### config.mk
export PLATFORM = sky130hd
export DESIGN_NAME = priority_grant_decoder
export DESIGN_NICKNAME = d
export VERILOG_FILES = /design/src/rtl/priority_grant_decoder.sv
export SDC_FILE = /design/constraint.sdc
export NUM_CORES = 1
export LEC_CHECK = 0
export CELL_PAD_IN_SITES_DETAIL_PLACEMENT = 1
export CELL_PAD_IN_SITES_GLOBAL_PLACEMENT = 1
export CORE_UTILIZATION = 47
export CTS_CLUSTER_DIAMETER = 120
export DETAILED_ROUTE_END_ITERATION = 10
export DONT_BUFFER_PORTS = 1
export HOLD_SLACK_MARGIN = 0.05
export PLACE_DENSITY_LB_ADDON = 0.08
export SLEW_MARGIN = 5
export SYNTH_ARGS = -nofsm -noshare
export SYNTH_HDL_FRONTEND = slang
export SYNTH_SLANG_ARGS = --single-unit
### constraint.sdc
create_clock -name clk -period 2.05 [get_ports clk]
set_input_delay 0.5125 -clock clk [delete_from_list [all_inputs] [get_ports clk]]
set_output_delay 0.5125 -clock clk [all_outputs]
set_load 0.005 [all_outputs]
### src/rtl/priority_grant_decoder.sv
// priority_grant_decoder
// Turns the priority encoder's {code, valid} result back into a registered
// one-hot grant. The grant is held until the owning agent acks it or the
// hold counter expires. One extra request can wait in a 1-deep pending slot
// while a grant is outstanding, and it is handed over with no idle bubble.
module priority_grant_decoder #(
  parameter int CODE_W  = 2,
  parameter int TIMEOUT = 8,
  parameter int CNT_W   = 4
) (
  input  logic                 clk,
  input  logic                 rst_n,
  input  logic [CODE_W-1:0]    in_code,
  input  logic                 in_valid,
  output logic                 in_ready,
  input  logic                 ack,
  output logic [2**CODE_W-1:0] grant,
  output logic [CODE_W-1:0]    grant_code,
  output logic                 busy,
  output logic                 timeout,
  output logic [7:0]           to_count
);

  localparam int GW = 2**CODE_W;

  // Counter value seen on the last cycle a grant may be held without ack.
  localparam logic [CNT_W-1:0] HOLD_LAST = CNT_W'(TIMEOUT - 1);

  typedef enum logic {
    IDLE  = 1'b0,
    GRANT = 1'b1
  } state_t;

  state_t            state;
  logic              pend_valid;
  logic [CODE_W-1:0] pend_code;
  logic [CNT_W-1:0]  hold_cnt;

  logic              accept;
  logic              hold_done;
  logic              drop;
  logic              expire;

  // Binary index to one-hot grant vector.
  function automatic logic [GW-1:0] onehot(input logic [CODE_W-1:0] c);
    logic [GW-1:0] r;
    r    = '0;
    r[c] = 1'b1;
    return r;
  endfunction

  // Timeout statistics stick at the top of the 8-bit range.
  function automatic logic [7:0] sat_inc(input logic [7:0] v);
    return (v == 8'hFF) ? v : v + 8'd1;
  endfunction

  // Ready depends only on the pending slot, so there is no in_valid->in_ready path.
  assign in_ready  = ~pend_valid;
  assign accept    = in_valid & in_ready;
  assign hold_done = (hold_cnt == HOLD_LAST);
  // A grant ends on ack or on expiry; ack takes precedence over expiry.
  assign drop      = (state == GRANT) & (ack | hold_done);
  assign expire    = (state == GRANT) & ~ack & hold_done;

  // Grant FSM with registered outputs, pending slot, hold counter and statistics.
  always_ff @(posedge clk or negedge rst_n) begin
    if (!rst_n) begin
      state      <= IDLE;
      grant      <= '0;
      grant_code <= '0;
      busy       <= 1'b0;
      timeout    <= 1'b0;
      to_count   <= 8'd0;
      pend_valid <= 1'b0;
      pend_code  <= '0;
      hold_cnt   <= '0;
    end else begin
      timeout <= 1'b0;
      case (state)
        IDLE: begin
          if (pend_valid) begin
            state      <= GRANT;
            grant      <= onehot(pend_code);
            grant_code <= pend_code;
            busy       <= 1'b1;
            hold_cnt   <= '0;
            pend_valid <= 1'b0;
          end else if (accept) begin
            state      <= GRANT;
            grant      <= onehot(in_code);
            grant_code <= in_code;
            busy       <= 1'b1;
            hold_cnt   <= '0;
          end
        end
        GRANT: begin
          if (drop) begin
            if (expire) begin
              timeout  <= 1'b1;
              to_count <= sat_inc(to_count);
            end
            // Hand the next request over on the same edge so the grant never bubbles.
            if (pend_valid) begin
              grant      <= onehot(pend_code);
              grant_code <= pend_code;
              hold_cnt   <= '0;
              pend_valid <= 1'b0;
            end else if (accept) begin
              grant      <= onehot(in_code);
              grant_code <= in_code;
              hold_cnt   <= '0;
            end else begin
              state      <= IDLE;
              grant      <= '0;
              grant_code <= '0;
              busy       <= 1'b0;
              hold_cnt   <= '0;
            end
          end else begin
            hold_cnt <= hold_cnt + 1'b1;
            if (accept) begin
              pend_valid <= 1'b1;
              pend_code  <= in_code;
            end
          end
        end
        default: begin
          state      <= IDLE;
          grant      <= '0;
          grant_code <= '0;
          busy       <= 1'b0;
          hold_cnt   <= '0;
        end
      endcase
    end
  end

endmodule

==> metrics.cfg, run 1 <==
[status]
status = complete, no violations

[routing]
initialDrtViolationCount = 3
vias_per_cell = 5.91
drc = 0
wire_per_inst_um = 16.8
dr.pass1.iters = 4
ant_nets = 0
routed_wl_mm = 2.33
vias = 822

[clock_tree]
clk_latency_ns = 0.32
htreeDepth = 1
path_clk_slew_ns = 0.14
clock-root-buffer = clkbuf_4
clk_path_buf_depth = 2
cts.repair.resized = 0
cts.sinks = 24
cts_tree = built
numCtsBuffers = 3

[synth]
syn_area_per_cell_sq_um = 10.9
ys_types = 35
dominantRegCellSynth = dfrtp_1
ys_seq_area_frac = 0.516
synthesis.area_sq_um = 1160
yosysTopAreaCell = dfrtp_1
yosysTopAreaCellShare = 0.516
synth.area.top_cells = dfrtp_1 52%, mux2_2 3.9%, nand2_1 3.5%
synth_edf_count = 0
synth.ff_latch_count = 24
yosysWarnings = 0
syn_inst = 107
synth_fp_nets = 115
synthArstFlopShare = 1.00

[timing]
fin_crit_ns = 1.73
setup_viol = 0
rsz0062_at_grt = false
finalMaxSlewViolations = 0
fmax_mhz = 577
tightest_slew_ns = 1.10
slew_headroom = 0.264
hold_viol = 0
skew_ns = 0.00870
finalSetupTns_ns = 0
min_period_over_period = 0.845

[worst_setup_path]
arrival_ns = 1.95
crit_chain = ha_1, nand2_1, or2_2, nor3_1, mux2_2
crit_start = to_count[0]
crit_path_end_kind = register
critPathMaxStageDelay_ns = 0.45
crit_required_ns = 2.27
critPathLaunchType = register
r2r-end = to_count[6]
critPathCapture = to_count[6]
cp_max_fo = 4
reg2reg_from = to_count[0]
crit_family = simple AND/OR/NAND/NOR gates
crit_slowest_cell = dfrtp_1
crit_cells = 5
path_buf_inv = 0
critPathKind = reg -> reg
reg2regPathDepth = 5
r2r_setup_slack_ns = 0.32

[die]
fp-row-count = 17
pin_count = 23
coreArea_sq_um = 2280
die-area_sq_um = 2680
die_w_um = 51.8
start_util = 0.512
die_h_um = 51.8

[placed_design]
io_buffers = 0
gp_congestion = 0.755
dp_hpwl_mm = 1.72

[global_routing]
grt_overflow = 0
antenna_found_initial = 0
grt_pass1_vias = 864
grt_pass1_wl_mm = 3.93
grtUsageTotal = 0.202
grt_start_max_net_pins = 25

[power]
vdd_ir_drop_max_mv = 0.450
swShare = 0.244
p_seq_frac = 0.557
combPwrFrac = 0.107
p_leak_nw = 0.580
clkPwrFrac = 0.336
p_sw_mw = 0.247
internal-power_mw = 0.767
p_per_area_nw_per_um2 = 805

[flow_run]
maxCapViolations = 0

[hold_path]
worstHoldPathCells = 1
hold_class = in -> reg

[final_layout]
diodes = 0
final_util = 0.554
area_growth_pct = 8.16
drive_gt1_frac = 0.189
nFillCells = 242
nNetsFinal = 120

[flip-flops by register name, summed over array words and instances (netlist names)]
| signal | cells |
|---|---|
| pend_code | 2 |
| hold_cnt | 4 |
| state | 1 |
| timeout | 1 |
| pend_valid | 1 |
| grant_code | 2 |
| busy | 1 |
| grant | 4 |
| to_count | 8 |
[worst min-delay path by stage]
stage                          start            to  slack [ns]
after floorplan                rst_n          busy        0.22
after global placement         rst_n   to_count[7]        0.22
after detailed placement       rst_n   to_count[5]        0.22
after CTS                 in_code[1]  pend_code[1]        0.32
after global routing      in_code[1]  pend_code[1]        0.32
final                     in_code[1]  pend_code[1]        0.33
[through the flow]
stage / setup slack [ns] / hold slack, ns / instance area, sq um / total power, mW / instances
detailed placement: 0.319 / 0.217 / 1200 / 0.676 / 134
finish: 0.317 / 0.331 / 1260 / 1.01 / 139
global route: 0.200 / 0.316 / 1260 / 1.07 / 139
CTS: 0.289 / 0.323 / 1260 / 1.03 / 139
global placement: 0.410 / 0.217 / 1200 / 0.669 / 134
floorplan: 0.489 / 0.217 / 1160 / 0.646 / 107
[repair_timing]
item                                   CTS  global route
buffers inserted                         0             0
endpoints found under the hold margin   24             0
setup endpoints to repair                0             0
hold buffers                             1             0
[Yosys cell counts (3+ instances only)]
library cell  number
dfrtp_1           24
nand2_1           11
nand3_1            7
o21ai_0            7
nor2_1             6
a21oi_1            4
a31oi_1            4
mux2_2             4
o21a_1             4
inv_1              3
[per-layer routing]
layer	vias up	global-route usage	wire [um]
met3	2	0.0409	97
met4	0	0.0676	23
met2	17	0.340	1120
li1	401	-	-
met5	-	0	0
met1	402	0.257	1090
[placed cells by master (no fill, tap or decap)]
master and n:
xor2_1 1, nor2_1 6, nand2_1 11, o221ai_1 2, a31oi_1 4, nand2b_2 1
and2b_1 1, inv_1 3, o21ai_0 7, or2_2 1, dfrtp_1 24, nor3_2 1
and4_1 2, xnor2_1 1, a21oi_1 4, nor2_4 1, nand3_1 7, nand3_2 1
buf_4 1, nor2b_1 1, o211ai_1 1, nor3_1 2, o21ba_2 1, bufinv_16 1
mux2_4 2, and3_2 2, nor4_1 1, o21a_1 4, ha_1 2, nand4_1 1
a32o_1 1, nor3_4 1, dlygate4sd3_1 1, o31ai_1 1, clkbuf_4 3, nand3b_4 1
mux2_2 4, nand2b_1 2
[power by group through the flow]
| stage | Clock [mW] | Sequential (mW) | Combinational (mW) |
|---|---|---|---|
| after floorplan | 0 | 0.560 | 0.0865 |
| after global placement | 0 | 0.573 | 0.0955 |
| after detailed placement | 0 | 0.576 | 0.100 |
| after CTS | 0.353 | 0.567 | 0.111 |
| after global routing | 0.370 | 0.571 | 0.125 |
| final | 0.341 | 0.565 | 0.108 |
[cell families (layout without fill, tap and decap cells)]
logic type,Yosys count,after routing,synth area share
AOI/OAI and AO/OA,25,25,0.140
xor gates and xnor gates,2,2,0.0150
adders and majority gates,2,2,0.0215
buffers and inverters,5,9,0.0183
DFF,24,24,0.516
muxes,6,6,0.0644
and+or+nand+nor,43,43,0.226
[final cells by class]
cell class	count	area (sq um)	share of cell area
Clock buffer	3	22.5	0.0179
Tap cell	28	35.0	0.0278
Sequential cell	24	601	0.477
Clock inverter	1	30.0	0.0238
Inverter	3	11.3	0.00894
Timing Repair Buffer	2	17.5	0.0139
Multi-Input combinational cell	78	543	0.431
No activity file was read; power rests on OpenSTA's default activity.
==> run 2, diff against run 1 <==
--- a/config.mk
+++ b/config.mk
@@ -7,7 +7,7 @@
 export LEC_CHECK = 0
 export CELL_PAD_IN_SITES_DETAIL_PLACEMENT = 1
 export CELL_PAD_IN_SITES_GLOBAL_PLACEMENT = 1
-export CORE_UTILIZATION = 47
+export CORE_UTILIZATION = 42
 export CTS_CLUSTER_DIAMETER = 120
 export DETAILED_ROUTE_END_ITERATION = 10
 export DONT_BUFFER_PORTS = 1
==> constraint.sdc (replaced) <==
create_clock -name clk -period 1.44 [get_ports clk]
set_input_delay 0.36 -clock clk [delete_from_list [all_inputs] [get_ports clk]]
set_output_delay 0.36 -clock clk [all_outputs]
set_load 0.005 [all_outputs]
==> run 2 against run 1 <==
Effect of this change: the flow now finishes with violations (setup timing); cell area rose by 21%; register-to-register slack got worse by 0.36 ns; non-clock buffer count rose by 25; clock skew fell by 0.0052 ns; sequential share of layout area fell by 8.2 points; combinational power rose by 100%; clock power rose by 44%; routed wire length rose by 13%; worst hold slack got worse by 0.15 ns; power rose by 48%; die area rose by 11%; critical endpoint unchanged; largest cell class unchanged; largest power group unchanged; highest routed layer unchanged.
==> metrics.cfg, run 2 (synthesis gave the netlist of run 1 again) <==
[timing]
fin_crit_ns = 1.49
finalMaxSlewViolations = 0
min_period_over_period = 1.03
finalSetupTns_ns = -0.0624
fmax_mhz = 673
setup_viol = 3
tightest_slew_ns = 0.245
slew_headroom = 0.835
rsz0062_at_grt = true
skew_ns = 0.00346
hold_viol = 0
setup_ws_ns = -0.0462

[placed_design]
dp_hpwl_mm = 2.01
io_buffers = 0
gp_congestion = 0.770
dp_slack_ns = -0.0685
dpl.cell_count = 158

[clock_tree]
path_clk_slew_ns = 0.13
clk_latency_ns = 0.32
cts.sinks = 24
numCtsBuffers = 3
clk_path_buf_depth = 2
clock-root-buffer = clkbuf_4
htreeDepth = 1
cts_tree = built

[die]
start_util = 0.458
coreArea_sq_um = 2540
die_h_um = 54.7
pin_count = 23
die-area_sq_um = 2990
die_w_um = 54.7
fp-row-count = 18

[power]
p_leak_nw = 0.725
p_seq_frac = 0.530
combPwrFrac = 0.145
p_sw_mw = 0.372
clkPwrFrac = 0.326
vdd_ir_drop_max_mv = 0.962
swShare = 0.247
p_per_area_nw_per_um2 = 990
internal-power_mw = 1.13

[routing]
vias_per_cell = 5.55
wire_per_inst_um = 15.9
routed_wl_mm = 2.64
drc = 0
ant_nets = 0
initialDrtViolationCount = 12
dr.pass1.iters = 4
vias = 922

[final_layout]
largest_reg_flops = 8
layout_commonest_cell = dfrtp_1
nNetsFinal = 145
top_register = to_count
diodes = 0
area_growth_pct = 30.5
top_regs = to_count x8, grant x4, hold_cnt x4
final_cells = 166
drive_gt1_frac = 0.397
layout_common_cells = 24 x dfrtp_1, 23 x buf_4, 9 x nand2_1

[global_routing]
grtUsageMet2 = 0.331
grt_start_max_net_pins = 25
antenna_found_initial = 0
met1_usage = 0.263
grt_pass1_wl_mm = 4.28
grt_overflow = 0
met3_usage = 0.0639
top_usage_layer = met2
grt_pass1_vias = 973
grtUsageTotal = 0.207

[status]
status = complete, but fails checks
violations = setup timing

[worst_setup_path]
critPathMaxStageDelay_ns = 0.42
critPathLaunchType = register
critPathKind = reg -> reg
cp_max_fo = 8
path_buf_inv = 1
crit_slowest_cell = dfrtp_1
crit_path_end_kind = register
crit_required_ns = 1.66
crit_family = flip-flops
crit_chain = ha_4, nand3b_4, buf_6, nor3_4, mux2_4
arrival_ns = 1.70

[hold_path]
hold_class = in -> reg

[flow_run]
maxCapViolations = 0

[run 2: changes by cell type in the layout (fill, tap and decap cells not counted), moves of 2 or more]
cell / before / now
buf_4: 1 / 23
buf_6: 0 / 2
ha_1: 2 / 0
nand2_1: 11 / 9
nand2_2: 0 / 2
[run 2: routing by layer]
layer	wire length [um]	share of wire	vias up
met5	0	0	-
met4	19	0.0072	0
met3	117	0.044	2
met2	1260	0.48	18
met1	1240	0.47	453
li1	-	-	449
[run 2: what timing repair did]
item,CTS,global route
gates resized for setup,3,6
buffers inserted,1,1
endpoints found under the setup margin,2,13
endpoints found under the hold margin,24,0
pin swaps,2,2
hold buffers,2,0
[run 2: final timing paths]
path / endpoint / cells past startpoint / slack, ns / startpoint
worst max-delay path: to_count[6] / 5 / -0.05 / hold_cnt[0]
worst min-delay path: state / 2 / 0.18 / in_valid
worst max register to register: to_count[6] / 5 / -0.05 / hold_cnt[0]
worst min register to register: hold_cnt[3] / 1 / 0.52 / hold_cnt[3]
max in group asynchronous: hold_cnt[0] / 2 / 0.83 / rst_n
min in group asynchronous: timeout / 2 / 0.47 / rst_n
[run 2: stage by stage]
stage                     hold slack [ns]  total power, mW  utilization  instance area, sq um
final                               0.177             1.50        0.597                  1520
after global routing                0.156             1.58        0.597                  1520
after CTS                           0.168             1.52        0.587                  1490
after detailed placement           0.0650             1.00        0.547                  1390
after global placement             0.0648            0.996        0.547                  1390
after floorplan                    0.0644            0.927            -                  1190
[run 2: worst register-to-register path, cell delays in order (launching register included)]
cell	delay, ns
dfrtp_1	0.42
ha_4	0.17
nand3b_4	0.15
buf_6	0.16
nor3_4	0.18
mux2_4	0.31
[run 2: layout make-up]
| class | instances | area, sq um |
|---|---|---|
| fillers | 270 | 1020 |
| repair buffers | 27 | 225 |
| multi-input cells | 78 | 593 |
| inverters | 3 | 11.3 |
| flip-flops and latches | 24 | 601 |
| clock inverters | 1 | 30.0 |
| well taps | 30 | 37.5 |
| clock buffers | 3 | 22.5 |
[run 2: power groups by stage]
stage	Sequential (mW)	Combinational (mW)	Clock [mW]
after floorplan	0.801	0.126	0
after global placement	0.810	0.185	0
after detailed placement	0.813	0.192	0
after global routing	0.809	0.245	0.523
after CTS	0.799	0.217	0.505
final	0.797	0.218	0.490
